`src/rtl/rf_sb_if.sv`:
```
// rf_sb_if: bundle of the rf_sb write, read, external-I/O and scoreboard signals.
//   N : data width, A : register address width.
//   master modport - the driver side (decode/issue logic or a bench).
//   slave  modport - the register file side.
// Signal names keep the register file's original port names.
interface rf_sb_if #(
  parameter int N = 8,
  parameter int A = 5
);
  logic                wr_en_i;
  logic [A-1:0]        wr_addr_i;
  logic signed [N-1:0] wr_data_i;
  logic [A-1:0]        rs_addr_i;
  logic [A-1:0]        rt_addr_i;
  logic signed [N-1:0] rs_data_o;
  logic signed [N-1:0] rt_data_o;
  logic [N-1:0]        ext_data_i;
  logic                ext_vld_i;
  logic [N-1:0]        ext_data_o;
  logic                ext_upd_o;
  logic                busy_set_i;
  logic [A-1:0]        busy_addr_i;
  logic                rs_busy_o;
  logic                rt_busy_o;

  modport master (
    output wr_en_i, wr_addr_i, wr_data_i, rs_addr_i, rt_addr_i,
           ext_data_i, ext_vld_i, busy_set_i, busy_addr_i,
    input  rs_data_o, rt_data_o, ext_data_o, ext_upd_o, rs_busy_o, rt_busy_o
  );

  modport slave (
    input  wr_en_i, wr_addr_i, wr_data_i, rs_addr_i, rt_addr_i,
           ext_data_i, ext_vld_i, busy_set_i, busy_addr_i,
    output rs_data_o, rt_data_o, ext_data_o, ext_upd_o, rs_busy_o, rt_busy_o
  );
endinterface

```
`src/rtl/rf_sb.sv`:
```
// rf_sb: 2-read / 1-write register file with busy scoreboard and two
// memory-mapped I/O registers.
//   clk_i - clock, rst_i - synchronous active-high reset.
//   bus   - rf_sb_if.slave:
//     wr_en_i/wr_addr_i/wr_data_i : write port (reg 0 and EXT_IN_IDX ignore writes)
//     rs_addr_i/rs_data_o, rt_addr_i/rt_data_o : combinational read ports
//     ext_data_i/ext_vld_i  : strobed capture into EXT_IN_IDX
//     ext_data_o/ext_upd_o  : registered copy of EXT_OUT_IDX plus write pulse
//     busy_set_i/busy_addr_i: claim a register for an in-flight result
//     rs_busy_o/rt_busy_o   : combinational hazard flags for the read addresses
module rf_sb #(
  parameter int N           = 8,
  parameter int R           = 32,
  parameter int EXT_IN_IDX  = 30,
  parameter int EXT_OUT_IDX = 31,
  parameter int BYPASS      = 1
) (
  input  logic     clk_i,
  input  logic     rst_i,
  rf_sb_if.slave   bus
);
  localparam int A = $clog2(R);
  localparam logic [A-1:0] IN_ADDR  = A'(EXT_IN_IDX);
  localparam logic [A-1:0] OUT_ADDR = A'(EXT_OUT_IDX);

  logic signed [N-1:0] regs_q [R];
  logic [R-1:0]        busy_q, busy_d;
  logic [N-1:0]        ext_data_q;
  logic                ext_upd_q;

  logic wr_ok;
  logic rs_fwd, rt_fwd;
  logic set_ok;

  // Register 0 and the external-input register are never architectural
  // write targets; everything downstream keys off this qualified enable.
  assign wr_ok  = bus.wr_en_i && (bus.wr_addr_i != '0) && (bus.wr_addr_i != IN_ADDR);
  assign set_ok = bus.busy_set_i && (bus.busy_addr_i != '0) && (bus.busy_addr_i != IN_ADDR);
  assign rs_fwd = (BYPASS != 0) && wr_ok && (bus.wr_addr_i == bus.rs_addr_i);
  assign rt_fwd = (BYPASS != 0) && wr_ok && (bus.wr_addr_i == bus.rt_addr_i);

  // Clear on write first, then set, so a same-cycle claim by a newly issued
  // producer survives the completing write.
  always_comb begin
    busy_d = busy_q;
    if (wr_ok)  busy_d[bus.wr_addr_i]   = 1'b0;
    if (set_ok) busy_d[bus.busy_addr_i] = 1'b1;
  end

  always_ff @(posedge clk_i) begin
    if (rst_i) begin
      for (int unsigned i = 0; i < R; i++) regs_q[i] <= '0;
      busy_q     <= '0;
      ext_data_q <= '0;
      ext_upd_q  <= 1'b0;
    end else begin
      if (wr_ok) regs_q[bus.wr_addr_i] <= bus.wr_data_i;
      if (bus.ext_vld_i) regs_q[EXT_IN_IDX] <= bus.ext_data_i;
      busy_q    <= busy_d;
      ext_upd_q <= wr_ok && (bus.wr_addr_i == OUT_ADDR);
      if (wr_ok && (bus.wr_addr_i == OUT_ADDR)) ext_data_q <= bus.wr_data_i;
    end
  end

  always_comb begin
    bus.rs_data_o = regs_q[bus.rs_addr_i];
    bus.rt_data_o = regs_q[bus.rt_addr_i];
    if (rs_fwd) bus.rs_data_o = bus.wr_data_i;
    if (rt_fwd) bus.rt_data_o = bus.wr_data_i;
    if (bus.rs_addr_i == '0) bus.rs_data_o = '0;
    if (bus.rt_addr_i == '0) bus.rt_data_o = '0;
  end

  // A forwarding write delivers the value now, so the hazard is already resolved.
  assign bus.rs_busy_o  = busy_q[bus.rs_addr_i] && !rs_fwd;
  assign bus.rt_busy_o  = busy_q[bus.rt_addr_i] && !rt_fwd;
  assign bus.ext_data_o = ext_data_q;
  assign bus.ext_upd_o  = ext_upd_q;
endmodule

```
`src/flat_wrapper.sv`:
```
// flat-port wrapper written by rule: the top's interface ports become plain ports
module rf_sb_flat 
#(
  parameter int N           = 8,
  parameter int R           = 32,
  parameter int EXT_IN_IDX  = 30,
  parameter int EXT_OUT_IDX = 31,
  parameter int BYPASS      = 1
)
  (clk_i, rst_i, bus_wr_en_i, bus_wr_addr_i, bus_wr_data_i, bus_rs_addr_i, bus_rt_addr_i, bus_ext_data_i, bus_ext_vld_i, bus_busy_set_i, bus_busy_addr_i, bus_rs_data_o, bus_rt_data_o, bus_ext_data_o, bus_ext_upd_o, bus_rs_busy_o, bus_rt_busy_o);
  rf_sb_if #(.N(N), .A(5)) bus_i ();
  input  logic clk_i;
  input  logic rst_i;
  input wire logic [$bits(bus_i.wr_en_i)-1:0] bus_wr_en_i;
  input wire logic [$bits(bus_i.wr_addr_i)-1:0] bus_wr_addr_i;
  input wire logic [$bits(bus_i.wr_data_i)-1:0] bus_wr_data_i;
  input wire logic [$bits(bus_i.rs_addr_i)-1:0] bus_rs_addr_i;
  input wire logic [$bits(bus_i.rt_addr_i)-1:0] bus_rt_addr_i;
  input wire logic [$bits(bus_i.ext_data_i)-1:0] bus_ext_data_i;
  input wire logic [$bits(bus_i.ext_vld_i)-1:0] bus_ext_vld_i;
  input wire logic [$bits(bus_i.busy_set_i)-1:0] bus_busy_set_i;
  input wire logic [$bits(bus_i.busy_addr_i)-1:0] bus_busy_addr_i;
  output wire logic [$bits(bus_i.rs_data_o)-1:0] bus_rs_data_o;
  output wire logic [$bits(bus_i.rt_data_o)-1:0] bus_rt_data_o;
  output wire logic [$bits(bus_i.ext_data_o)-1:0] bus_ext_data_o;
  output wire logic [$bits(bus_i.ext_upd_o)-1:0] bus_ext_upd_o;
  output wire logic [$bits(bus_i.rs_busy_o)-1:0] bus_rs_busy_o;
  output wire logic [$bits(bus_i.rt_busy_o)-1:0] bus_rt_busy_o;
  assign bus_i.wr_en_i = bus_wr_en_i;
  assign bus_i.wr_addr_i = bus_wr_addr_i;
  assign bus_i.wr_data_i = bus_wr_data_i;
  assign bus_i.rs_addr_i = bus_rs_addr_i;
  assign bus_i.rt_addr_i = bus_rt_addr_i;
  assign bus_i.ext_data_i = bus_ext_data_i;
  assign bus_i.ext_vld_i = bus_ext_vld_i;
  assign bus_i.busy_set_i = bus_busy_set_i;
  assign bus_i.busy_addr_i = bus_busy_addr_i;
  assign bus_rs_data_o = bus_i.rs_data_o;
  assign bus_rt_data_o = bus_i.rt_data_o;
  assign bus_ext_data_o = bus_i.ext_data_o;
  assign bus_ext_upd_o = bus_i.ext_upd_o;
  assign bus_rs_busy_o = bus_i.rs_busy_o;
  assign bus_rt_busy_o = bus_i.rt_busy_o;
  rf_sb #(.N(N), .R(R), .EXT_IN_IDX(EXT_IN_IDX), .EXT_OUT_IDX(EXT_OUT_IDX), .BYPASS(BYPASS)) u_core (.clk_i(clk_i), .rst_i(rst_i), .bus(bus_i));
endmodule
```
`config.mk`:
```
export PLATFORM = sky130hd
export DESIGN_NAME = rf_sb_flat
export DESIGN_NICKNAME = d
export VERILOG_FILES = /design/src/rtl/rf_sb_if.sv /design/src/rtl/rf_sb.sv /design/src/flat_wrapper.sv
export SDC_FILE = /design/constraint.sdc
export NUM_CORES = 1
export LEC_CHECK = 0
export BUFFER_PORTS_ARGS = -buffer_cell sky130_fd_sc_hd__buf_2
export CORE_ASPECT_RATIO = 0.7
export CORE_UTILIZATION = 50
export CTS_CLUSTER_DIAMETER = 30
export DETAILED_ROUTE_END_ITERATION = 10
export GPL_TIMING_DRIVEN = 0
export PLACE_DENSITY_LB_ADDON = 0.3
export SKIP_LAST_GASP = 1
export SLEW_MARGIN = 0
export SYNTH_ARGS = -nofsm -noshare
export SYNTH_HDL_FRONTEND = slang
export SYNTH_SLANG_ARGS = --single-unit
```
`constraint.sdc`:
```
create_clock -name clk_i -period 1.69 [get_ports clk_i]
set_input_delay 0 -clock clk_i [delete_from_list [all_inputs] [get_ports clk_i]]
set_output_delay 0 -clock clk_i [all_outputs]
set_load 0.03 [all_outputs]
```
==> results.py <==
metrics = {
    "sta": {
        "setup_viol": 26,
        "grt_setup_unrepaired": "yes",
        "min_period_over_period_pct": 154.5,
        "fin_hold_ws_ns": 0.1083,
        "tightest_slew_ns": 0.9816,
        "post-route-min-period_ns": 2.612,
        "finalSetupTns_ns": -11.78,
        "clock-skew-final_ns": 0,
        "max_slew_margin_pct": 34.42,
        "finalMaxSlewViolations": 0,
        "finalHoldViolations": 0,
        "finalWorstSetupSlack_ns": -0.9218,
        "fmaxAchievable_mhz": 382.9,
    },
    "route": {
        "via_count": 13627,
        "detail-route-antenna-nets": 0,
        "wire_per_inst_um": 34.38,
        "detail_route.drc_violations": 0,
        "avgViaCountPerCell": 7.127,
        "drt_first_pass_iters": 6,
        "total_wirelength_of_the_detailed_routed_design_um": 65730,
        "dr.first_iter.drc_count": 2378,
    },
    "power": {
        "worst_ir_drop_vdd_mv": 0.9896,
        "cellPowerDensity_nw_per_um2": 1167,
        "p_total_mw": 23.61,
        "power.static_leakage_nw": 6.873,
    },
    "finish": {
        "final_core_utilization_pct": 62.56,
        "post_route_cells_drive_above_1_share_pct": 30.80,
        "finish.net_count": 1480,
        "flow.area_growth_from_synthesis_pct": 22.86,
    },
    "global_routing": {
        "groute.usage.overall_pct": 39.43,
        "grt_antenna_before_repair": 1,
        "pin_count_of_the_biggest_net_entering_global_routing": 14,
        "grt_pass1_vias": 13057,
        "remaining_overflow_grt": 0,
        "first_pass_grt_wire_length_um": 92140,
    },
    "placement": {
        "dpl_worst_slack_ns": -1.060,
        "place_congestion": 1.022,
        "place_hpwl_um": 47440,
        "numPortBuffers": 58,
    },
    "worst_hold_path": {
        "holdCritPathClass": "input port to flip-flop",
    },
    "critical_path": {
        "critical_path.startpoint_type": "flip-flop",
        "cp_data_required_time_ns": 1.69,
        "timing.setup.critical_path_class": "flip-flop to output pin",
        "timing.critical_path.arrival_ns": 2.61,
        "setup.reg_to_reg.worst_slack_ns": 1.00,
        "worstSetupEndpointType": "output pin",
        "cp_max_fo": 2,
    },
    "logic_synthesis": {
        "leading_cell_type_by_number_of_instances_after_synthesis": "edfxtp_1",
        "syn_inst": 1290,
        "yosysSeqAreaShare_pct": 51.66,
        "yosysTopAreaCellShare_pct": 46.68,
        "synthesis.area_per_instance_um2": 12.77,
        "yosys_warnings": 0,
        "synth-async-reset-ratio_pct": 0,
        "synthDistinctLibCells": 65,
        "synth.cell_area_um2": 16470,
        "synth_seq_cells": 297,
        "synth_edf_count": 256,
        "synthTopCellsByArea": "edfxtp_1 47%, mux4_2 18%, nor3_1 6.8%",
        "synth_flop_cell": "edfxtp_1",
        "synth.cells.most_frequent": "256 x edfxtp_1, 224 x nor3_1, 129 x mux4_2",
        "netlist.top_cell.by_area": "edfxtp_1",
    },
    "clock_network": {
        "cts-buffers-inserted": 53,
        "clk_pin_slew_worst_paths_ns": 0.05,
        "tritoncts_clock_tree": "built",
        "cts_root_buffer": "clkbuf_16",
        "cts-htree-levels": 2,
        "clock_latency_ns": 0.58,
        "clock_path_buffers": 3,
        "cts.sink_count": 297,
    },
    "status": {
        "run_status": "finished with violations",
        "violated_checks": "setup timing",
    },
    "run": {
        "max_cap_viols": 0,
    },
    "floorplanning": {
        "floorplan.rows": 55,
        "initial_core_util_pct": 50.92,
        "fp.dieW_um": 218.9,
        "pin_count": 68,
        "die_h_um": 153.8,
        "floorplan.die_area_um2": 33680,
        "placeableCoreArea_um2": 32340,
    },
}
critical path: stages (launching register included):
cell and delay (ns):
edfxtp_1 0.43, mux4_2 0.49, nor3b_1 0.19, o41ai_4 0.41
mux2_4 0.21, o41ai_2 0.09, buf_4 0.21
final cells by class:
class | instances | area [um^2]
Multi-Input combinational cell | 813 | 7656
Inverter | 36 | 135.1
Clock inverter | 41 | 556.8
Sequential cell | 297 | 8512
Buffer | 149 | 773.2
Clock buffer | 59 | 1391
Timing Repair Buffer | 89 | 673.1
Antenna cell | 1 | 2.502
Fill cell | 2446 | 12110
Tap cell | 427 | 534.3
kinds of logic after synthesis:
logic type	synth area share [%]
flip-flops	51.66
other	0.02277
XOR/XNOR	0.5318
multiplexers	21.20
AO/OA/AOI/OAI	7.073
AND/OR/NAND/NOR	14.22
buffers and inverters	5.288
placed cells by master, fill, tap and decap left out, drive strengths merged, types with 6 or more instances in the layout:
| master | netlist | final |
|---|---|---|
| a211oi | 7 | 7 |
| a21o | 36 | 36 |
| a21oi | 24 | 24 |
| and2 | 20 | 20 |
| and3 | 6 | 6 |
| buf | 69 | 131 |
| bufinv | 0 | 12 |
| clkbuf | 82 | 140 |
| clkinv | 1 | 14 |
| clkinvlp | 0 | 10 |
| conb | 1 | 8 |
| dfxtp | 41 | 41 |
| dlygate4sd3 | 0 | 25 |
| edfxtp | 256 | 256 |
| inv | 35 | 41 |
| mux2i | 53 | 53 |
| mux4 | 129 | 129 |
| nand2 | 49 | 49 |
| nand3 | 26 | 26 |
| nand3b | 10 | 10 |
| nand4 | 9 | 9 |
| nor2 | 25 | 25 |
| nor2b | 25 | 25 |
| nor3 | 226 | 226 |
| nor3b | 8 | 8 |
| nor4 | 18 | 18 |
| o21ai | 35 | 35 |
| o221ai | 10 | 10 |
| o22ai | 21 | 21 |
| o41ai | 9 | 9 |
| or2 | 7 | 7 |
power breakdown:
part           switching (mW)  internal [mW]  total (mW)  leakage [nW]
combinational            2.08           1.19        3.27          3.17
sequential              0.223           8.35        8.57          2.78
clock                    3.98           7.79        11.8         0.922
metal layers:
layer / track usage [%] / wire (um) / part of all wire (%)
met5: 0 / 0 / 0
met4: 15.58 / 2883 / 4.4
met3: 18.79 / 12380 / 19
met2: 52.58 / 26250 / 40
met1: 55.06 / 24210 / 37
repair_timing:
action	in CTS	in global routing
hold endpoints to repair	57	0
endpoints found under the setup margin	137	115
hold buffers	26	0
buffers inserted	2	3
pin swaps	22	15
gates resized for setup	115	51
metrics by stage:
step | instance area [um^2] | instances
floorplan | 16500 | 1297
global placement | 17330 | 1782
detailed placement | 17330 | 1782
CTS | 20050 | 1910
global route | 20230 | 1911
finish | 20230 | 1912
registers in the layout, indices dropped and copies added (netlist names):
name and count:
u_core.bus.ext_upd_o 1, u_core.busy_q 32, u_core.regs_q 256, u_core.bus.ext_data_o 8
final timing paths:
check,from,to,cells past startpoint
min,bus_wr_data_i[1],u_core.regs_q[31][1],3
max,u_core.regs_q[28][6],bus_rs_data_o[6],6
min reg2reg,u_core.bus.ext_data_o[2],u_core.bus.ext_data_o[2],1
max reg2reg,u_core.busy_q[17],u_core.busy_q[17],2
Power figures use the tool's default switching activity.
